===== config.mk =====
export PLATFORM = sky130hd
export DESIGN_NAME = alu_wide_seq
export DESIGN_NICKNAME = d
export VERILOG_FILES = /design/src/rtl/alu_wide_seq.sv
export SDC_FILE = /design/constraint.sdc
export NUM_CORES = 1
export LEC_CHECK = 0
export ABC_CLOCK_PERIOD_IN_PS = 2020
export BUFFER_PORTS_ARGS = -buffer_cell sky130_fd_sc_hd__clkbuf_2
export CAP_MARGIN = 25
export CORE_MARGIN = 3
export CORE_UTILIZATION = 53
export DETAILED_ROUTE_END_ITERATION = 8
export PLACE_DENSITY = 0.76
export SETUP_SLACK_MARGIN = 0.05
export SYNTH_ARGS = -nofsm -noshare
export SYNTH_HDL_FRONTEND = slang
export SYNTH_SLANG_ARGS = --single-unit

===== constraint.sdc =====
create_clock -name clk -period 2.02 [get_ports clk]
set_input_delay 0.101 -clock clk [delete_from_list [all_inputs] [get_ports clk]]
set_output_delay 0.101 -clock clk [all_outputs]
set_load 0.005 [all_outputs]

===== src/rtl/alu_wide_seq.sv =====
// Sequencer that runs a 2*bits_size-wide ALU request through an external
// bits_size ALU in two passes (low half, then high half with carry chaining).
module alu_wide_seq #(
    parameter int bits_size  = 32,
    parameter int cntrl_size = 4
) (
    input  logic                    clk,
    input  logic                    rst,
    input  logic                    req_valid,
    output logic                    req_ready,
    input  logic [cntrl_size-1:0]   req_op,
    input  logic [2*bits_size-1:0]  req_a,
    input  logic [2*bits_size-1:0]  req_b,
    output logic [bits_size-1:0]    A,
    output logic [bits_size-1:0]    B,
    output logic [cntrl_size-1:0]   Alu_Cntrl,
    output logic                    Cin,
    input  logic [bits_size-1:0]    OUT,
    input  logic                    Zero,
    input  logic                    Carry,
    input  logic                    oVerflow,
    output logic                    rsp_valid,
    input  logic                    rsp_ready,
    output logic [2*bits_size-1:0]  rsp_result,
    output logic                    rsp_zero,
    output logic                    rsp_carry,
    output logic                    rsp_overflow,
    output logic                    rsp_negative,
    output logic                    rsp_err,
    output logic [15:0]             ops_done
);

    localparam int W = 2 * bits_size;

    localparam logic [cntrl_size-1:0] OP_EQU = cntrl_size'(4'b0000);
    localparam logic [cntrl_size-1:0] OP_ADD = cntrl_size'(4'b0101);
    localparam logic [cntrl_size-1:0] OP_SUB = cntrl_size'(4'b0111);
    localparam logic [cntrl_size-1:0] OP_OR  = cntrl_size'(4'b1011);
    localparam logic [cntrl_size-1:0] OP_XOR = cntrl_size'(4'b1100);
    localparam logic [cntrl_size-1:0] OP_AND = cntrl_size'(4'b1101);

    typedef enum logic [1:0] {IDLE, LO, HI, RESP} state_t;

    state_t                 state;
    logic [cntrl_size-1:0]  op_q;
    logic [W-1:0]           a_q;
    logic [W-1:0]           b_q;
    logic [bits_size-1:0]   lo_out;
    logic [bits_size-1:0]   hi_out;
    logic                   lo_carry;
    logic                   lo_zero;
    logic                   hi_carry;
    logic                   hi_zero;
    logic                   hi_ovf;
    logic                   err_q;

    logic                   op_sub;
    logic                   op_arith;
    logic [W-1:0]           wide;
    logic [W-1:0]           nxt_result;
    logic                   nxt_zero;
    logic                   nxt_carry;
    logic                   nxt_overflow;
    logic                   nxt_negative;
    logic                   nxt_err;

    function automatic logic supported(input logic [cntrl_size-1:0] op);
        return (op == OP_EQU) || (op == OP_ADD) || (op == OP_SUB) ||
               (op == OP_OR)  || (op == OP_XOR) || (op == OP_AND);
    endfunction

    // Subtraction is done as A + ~B + 1, so the ALU only ever sees ADD.
    function automatic logic [cntrl_size-1:0] alu_code(input logic [cntrl_size-1:0] op);
        return (op == OP_SUB) ? OP_ADD : op;
    endfunction

    function automatic logic [bits_size-1:0] b_pass(input logic [bits_size-1:0] half,
                                                    input logic invert);
        return invert ? ~half : half;
    endfunction

    assign req_ready = (state == IDLE);
    assign op_sub    = (op_q == OP_SUB);
    assign op_arith  = (op_q == OP_ADD) || op_sub;
    assign wide      = {hi_out, lo_out};

    always_comb begin
        // NOTE: every signal assigned here gets a default first, so no latch is inferred.
        nxt_result   = '0;
        nxt_zero     = 1'b0;
        nxt_carry    = 1'b0;
        nxt_overflow = 1'b0;
        nxt_negative = 1'b0;
        nxt_err      = 1'b0;
        if (err_q) begin
            nxt_err = 1'b1;
        end else if (op_q == OP_EQU) begin
            nxt_zero = lo_zero & hi_zero;
        end else begin
            nxt_result   = wide;
            nxt_zero     = (wide == '0);
            nxt_negative = wide[W-1];
            if (op_arith) begin
                nxt_carry    = hi_carry;
                nxt_overflow = hi_ovf;
            end
        end
    end

    // NOTE: sequential state uses non-blocking assignments only, so every register
    // samples pre-edge values regardless of statement order.
    always_ff @(posedge clk) begin
        if (rst) begin
            state        <= IDLE;
            op_q         <= '0;
            a_q          <= '0;
            b_q          <= '0;
            lo_out       <= '0;
            hi_out       <= '0;
            lo_carry     <= 1'b0;
            lo_zero      <= 1'b0;
            hi_carry     <= 1'b0;
            hi_zero      <= 1'b0;
            hi_ovf       <= 1'b0;
            err_q        <= 1'b0;
            A            <= '0;
            B            <= '0;
            Alu_Cntrl    <= '0;
            Cin          <= 1'b0;
            rsp_valid    <= 1'b0;
            rsp_result   <= '0;
            rsp_zero     <= 1'b0;
            rsp_carry    <= 1'b0;
            rsp_overflow <= 1'b0;
            rsp_negative <= 1'b0;
            rsp_err      <= 1'b0;
            ops_done     <= '0;
        end else begin
            case (state)
                IDLE: begin
                    if (req_valid) begin
                        op_q <= req_op;
                        a_q  <= req_a;
                        b_q  <= req_b;
                        if (supported(req_op)) begin
                            err_q     <= 1'b0;
                            A         <= req_a[bits_size-1:0];
                            B         <= b_pass(req_b[bits_size-1:0], req_op == OP_SUB);
                            Alu_Cntrl <= alu_code(req_op);
                            Cin       <= (req_op == OP_SUB);
                            state     <= LO;
                        end else begin
                            err_q <= 1'b1;
                            state <= RESP;
                        end
                    end
                end
                LO: begin
                    lo_out   <= OUT;
                    lo_carry <= Carry;
                    lo_zero  <= Zero;
                    A        <= a_q[W-1:bits_size];
                    B        <= b_pass(b_q[W-1:bits_size], op_sub);
                    Cin      <= op_arith ? Carry : 1'b0;
                    state    <= HI;
                end
                HI: begin
                    hi_out    <= OUT;
                    hi_carry  <= Carry;
                    hi_zero   <= Zero;
                    hi_ovf    <= oVerflow;
                    A         <= '0;
                    B         <= '0;
                    Alu_Cntrl <= '0;
                    Cin       <= 1'b0;
                    state     <= RESP;
                end
                RESP: begin
                    // First RESP cycle publishes the response; it then holds until taken.
                    if (!rsp_valid) begin
                        rsp_valid    <= 1'b1;
                        rsp_result   <= nxt_result;
                        rsp_zero     <= nxt_zero;
                        rsp_carry    <= nxt_carry;
                        rsp_overflow <= nxt_overflow;
                        rsp_negative <= nxt_negative;
                        rsp_err      <= nxt_err;
                    end else if (rsp_ready) begin
                        rsp_valid <= 1'b0;
                        ops_done  <= ops_done + 16'd1;
                        state     <= IDLE;
                    end
                end
                default: state <= IDLE;
            endcase
        end
    end

    // lo_carry is kept for visibility of the low pass; the chained carry is taken live.
    logic unused_ok;
    assign unused_ok = lo_carry;

endmodule

# After elaboration in Yosys (flattened, before gate mapping)
# Index checks and enable logic that the tools add are counted.
# W data, S select, Z words.
dict set report classes {
  eq_ne 14
  n_addsub 1
  bitwise_logic 4
  n_reduce_logical 18
  mux 37
}
# operator n
set op_table {}
lappend op_table {{$mux W32} 6}
lappend op_table {{$pmux W32 S3} 2}
lappend op_table {{$mux W64} 2}
lappend op_table {{$logic_not A64 Y1} 1}
lappend op_table {{$not A32 Y32} 2}
lappend op_table {{$mux W1} 17}
lappend op_table {{$add A16 B1 Y16 const B} 1}
lappend op_table {{$eq A4 B3 Y1 const B} 4}
lappend op_table {{$eq A4 B4 Y1 const B} 3}
lappend op_table {{$mux W4} 3}
lappend op_table {{$reduce_and A3 Y1} 4}
lappend op_table {{$logic_not A4 Y1} 2}
lappend op_table {{$mux W2} 4}
lappend op_table {{$pmux W2 S4} 1}
lappend op_table {{$pmux W4 S2} 1}
lappend op_table {{$logic_or A1 B1 Y1} 6}
lappend op_table {{$ne A2 B2 Y1 const B} 3}
lappend op_table {{$eq A2 B2 Y1 const B} 2}
lappend op_table {{$reduce_and A2 Y1} 2}
lappend op_table {{$pmux W1 S3} 1}
lappend op_table {{$reduce_bool A3 Y1} 1}
lappend op_table {{$eq A2 B1 Y1 const B} 1}
lappend op_table {{$logic_not A2 Y1} 1}
lappend op_table {{$ne A2 B1 Y1 const B} 1}
lappend op_table {{other kinds (3)} 3}
dict set report totals {
  ff_bits 358
  input_bits 171
}

# Depth between registers and ports, before layout
dict set report logic_depth {
  depth_word 9
  mapped_depth 9
  mapped_depth_nobuf 6
}

# Least setup slack after synthesis
# Ideal clock, no wire load.
dict set report synth_timing {
  path_type {register to register}
  startpoint {register state[0]}
  endpoint {register B[10]}
  stages_incl_launch_ff 9
  synth_period_minus_slack_ns 1.902
  slack_ns 0.118
  t_arrival_ns 1.786
  setup_time_ns 0.116
  path_buffers 3
  path_cell_list {dfxtp_1 > inv_1 > ha_1 > clkbuf_1 > a41o_1 > buf_6 > buf_6 > o311a_1 > a41o_1}
}
dict set report synth_via {
  elab_chain_cells 3
}
# element line_no
set synth_lines {}
lappend synth_lines {{from (decl)} 44} ;# state_t state;
lappend synth_lines {{from (signal assigned)} 114} ;# state <= IDLE;
lappend synth_lines {{from (signal assigned)} 151} ;# state <= LO;
lappend synth_lines {{from (signal assigned)} 154} ;# state <= RESP;
lappend synth_lines {{$logic_not A2 Y1 (*)} --}
lappend synth_lines {{net req_ready} 10} ;# output logic req_ready,
lappend synth_lines {{$ne A2 B1 Y1 (no line) (tied with other cells)} --}
lappend synth_lines {{$reduce_and A3 Y1 (no line)} --}
lappend synth_lines {{to (signal assigned)} 148} ;# B <= b_pass(req_b[bits_size-1:0], req_op == OP_SUB);
lappend synth_lines {{to (signal assigned)} 163} ;# B <= b_pass(b_q[W-1:bits_size], op_sub);
lappend synth_lines {{to (decl)} 15} ;# output logic [bits_size-1:0] B,
# Mark *: on every way through the listed nets, which the timed path passes. The rest lies on a longest branch.
# A chain may end at the register's enable or synchronous reset.

# Final worst setup path
dict set report layout_timing {
  startpoint {register state[0]}
  endpoint {register A[3]}
}
dict set report layout_via {
  elab_chain_cells 3
}
# element line_no
set layout_lines {}
lappend layout_lines {{$eq A2 B2 Y1 (tied with other cells)} 139} ;# case (state)
lappend layout_lines {{$reduce_bool A3 Y1 (no line) (tied with other cells)} --}
lappend layout_lines {{$reduce_and A3 Y1 (no line)} --}
lappend layout_lines {{to (signal assigned)} 147} ;# A <= req_a[bits_size-1:0];
lappend layout_lines {{to (signal assigned)} 162} ;# A <= a_q[W-1:bits_size];
lappend layout_lines {{to (decl)} 14} ;# output logic [bits_size-1:0] A,
# Parallel ways exist; a longest one is shown, timed or not.

==> qor.txt <==
Initial Util -> 54.44%
die width -> 159.2 µm
Psw -> 7573 µW
largest net degree at the start of global routing -> 214
global-route wire length before repair -> 65.61 mm
Rows -> 55
Seq cells post-synth -> 293
# clock sinks -> 293
Die Area -> 25340 µm²
Core Area -> 22850 µm²
worst IR drop on VDD -> 0.0008106 V
fin worst setup slack -> 0.1021 ns
hold crit path type -> input port to flop
latest clock arrival within the worst-skew pair -> 0.56 ns
PD cells -> 1244 nW/µm²
Clock power frac -> 26.8%
GRT overflow -> 0
Flop pwr share -> 36.1%
DRT iter0 DRCs -> 1359
vias in the first global route -> 12390
final wirelength -> 41.66 mm
CTS tree -> yes
I/O pin count -> 327
layout cells sized above 1 -> 23.87%
via/cell ratio -> 5.866
initial antenna violation count -> 4
post-synth cell types -> 47
Fin. Hold Viols -> 0
post-route ant nets -> 0
Worst EP required -> 2.41 ns
Num CTS Buffers -> 31
# setup viols final -> 0
vias -> 12650
Setup Skew -> 0.01310 ns
Hold EP -> B[6]
hpwl dp -> 23.90 mm
fin crit period -> 1.918 ns
placer congestion estimate -> 0.8582
Tcrit/Tclk final -> 94.95%
post-synth top area cell -> dfxtp_1
area grow syn2layout -> 38.26%
Synth area leaders -> dfxtp_1, mux2i_1, xnor2_1
Int Pwr -> 13810 µW
clk buf depth -> 3
Mapped Cells -> 1388
die height -> 159.2 µm
run status -> finished clean
H-tree levels -> 1
Reg clk slew, reported paths -> 0.06 ns
most frequently used flop master after synthesis -> dfxtp_1
Mapped Avg Cell Area -> 8.961 µm²
clk root buf -> clkbuf_16
Yosys warning count -> 0
Slew @ Worst Pin -> 1.019 ns
LEAKAGE -> 0.007268 µW
Total GRT Usage -> 30.77%
Setup crit start kind -> flop
r2r setup slk -> 0.10 ns
Hold Startpoint -> req_b[6]
critical path type -> flop to flop
top cell type's share of synthesized area -> 47.16%
Post-synth EDFFs -> 0
Fmax -> 0.5214 GHz
ys async rst share -> 0%
Reg2Reg Launch Point -> state[0]
post-synthesis instance area -> 12440 µm²
nets -> 1991
worst reg2reg path depth -> 7
setup TNS -> 0 ns
FILL cells -> 1536
Setup crit end kind -> flop
syn nets -> 1564
max-slew violation count -> 0
RSZ-0062 raised after global routing -> yes
Reg-to-Reg End -> A[3]
DRC -> 0
DR pass1 iterations -> 6
combinational power share -> 37.2%
DR WL/cell -> 19.31 µm
register area share after synthesis -> 47.16%
Max-Slew Margin vs Limit -> 32.05%
crit path DAT -> 2.31 ns
hold depth -> 4
PortBufs -> 326
switching part of the total -> 35.41%
Setup WS pre-CTS -> 0.02358 ns
Max-cap violations -> 0
Max FO, Critical Path -> 33
[worst max-delay path: stages (launching register included)]
cell and delay (ns):
dfxtp_2 0.34, inv_1 0.09, ha_4 0.19, nor2b_2 0.17, a41o_4 0.29, nor3_4 0.21
clkbuf_16 0.29, a311oi_2 0.16
[metrics by stage]
| step | utilization, % | power [µW] | cells | area, µm² | hold slack [ns] |
|---|---|---|---|---|---|
| after floorplan | - | 12420 | 1388 | 12440 | 0.2370 |
| after CTS | 74.82 | 20960 | 2149 | 17090 | 0.007432 |
| after global placement | 62.97 | 14800 | 1926 | 14390 | 0.3252 |
| after global routing | 75.25 | 22330 | 2155 | 17190 | 0.05120 |
| final | 75.27 | 21390 | 2157 | 17200 | 0.01612 |
| after detailed placement | 62.97 | 14980 | 1926 | 14390 | 0.3285 |
[state kept, by name (all words and copies together) (netlist names)]
| name | flops |
|---|---|
| A | 32 |
| Alu_Cntrl | 4 |
| B | 32 |
| Cin | 1 |
| a_q | 32 |
| b_q | 32 |
| err_q | 1 |
| hi_carry | 1 |
| hi_out | 32 |
| hi_ovf | 1 |
| hi_zero | 1 |
| lo_out | 32 |
| lo_zero | 1 |
| op_q | 4 |
| ops_done | 16 |
| rsp_carry | 1 |
| rsp_err | 1 |
| rsp_overflow | 1 |
| rsp_result | 64 |
| rsp_valid | 1 |
| rsp_zero | 1 |
| state | 2 |
[how the worst max path moves through the flow]
stage	start	slack, ns	to	depth (start not counted)
floorplan	state[0]	0.12	B[10]	8
global placement	state[1]	0.10	B[27]	7
detailed placement	state[1]	0.02	A[12]	7
CTS	state[0]	0.06	B[13]	7
global route	state[0]	0.05	A[3]	7
finish	state[0]	0.10	A[3]	7
[repair_timing]
action	CTS	global route
hold buffers	166	0
setup endpoints to repair	65	62
pin swaps	0	0
cloned	0	2
buffers inserted	0	1
gates resized for setup	2	12
endpoints found under the hold margin	202	0
[routing by layer]
layer  wire length [µm]  share of wire, %  up-vias  GRT usage (%)
met4               2031               4.9        2          14.29
li1                   -                 -     5824              -
met1              15940                38     5950          37.05
met5                 13             0.031        -              0
met2              19770                47      712          51.35
met3               3896               9.4      166          8.403
[synthesized netlist by cell type, types with 2 or more instances]
library cell	instances
mux2i_1	69
or4_1	5
a211oi_1	5
ha_1	5
a31oi_1	33
buf_1	7
and4b_1	2
o31ai_1	5
xnor2_1	68
buf_6	7
buf_4	5
nand3_1	39
a211o_1	2
a41o_1	33
a22oi_1	64
dfxtp_1	293
nor2_1	152
xor2_1	6
o311a_1	32
buf_2	16
a32oi_1	3
o21ai_0	36
nand2_1	151
and4_1	2
or3_1	4
nor4_1	18
nand2b_1	68
nand4_1	11
a21oi_1	82
and3_1	3
a311oi_1	33
nor3_1	4
clkbuf_1	103
inv_1	9
[cell type report]
class | count | area, µm² | share of cell area (%)
Multi-Input combinational cell | 948 | 6011 | 34.95
Antenna cell | 5 | 12.51 | 0.07276
Inverter | 9 | 33.78 | 0.1964
Clock buffer | 47 | 935.9 | 5.442
Clock inverter | 10 | 107.6 | 0.6257
Timing Repair Buffer | 532 | 3836 | 22.31
Tap cell | 313 | 391.6 | 2.277
Sequential cell | 293 | 5868 | 34.12
[cells by family (layout without fill, tap and decap cells)]
family	Yosys count	count (layout)	share of synthesized area (%)
and+or+nand+nor	466	466	17.16
AOI/OAI and AO/OA	334	334	19.24
DFF	293	293	47.16
buffers and inverters	147	598	5.171
xor gates and xnor gates	74	74	5.211
muxes	69	69	5.553
adders and majority gates	5	5	0.5030
other	0	5	0
[power groups by stage]
stage | registers [µW] | logic [µW] | clock network, µW
6_report | 7720 | 7940 | 5720
5_1_grt | 7810 | 8520 | 6000
4_1_cts | 7650 | 7500 | 5810
3_5_place_dp | 7770 | 7210 | 0
3_3_place_gp | 7730 | 7060 | 0
2_1_floorplan | 7580 | 4850 | 0
[placed cells by master, fill, tap and decap left out, drive strengths merged, types with 2 or more instances in the layout]
cell type and count:
a211o 2, a211oi 5, a21oi 82, a22oi 64, a311oi 33, a31oi 33
a32oi 3, a41o 33, and3 3, and4 2, and4b 2, buf 38
bufinv 2, clkbuf 375, clkinv 8, dfxtp 293, diode 5, dlygate4sd3 166
ha 5, inv 9, mux2i 69, nand2 151, nand2b 68, nand3 39
nand4 11, nor2 152, nor3 5, nor4 18, o21ai 36, o311a 32
o31ai 5, or3 5, or4 5, xnor2 68, xor2 6
Note: power is estimated with default switching activity, not from simulation.
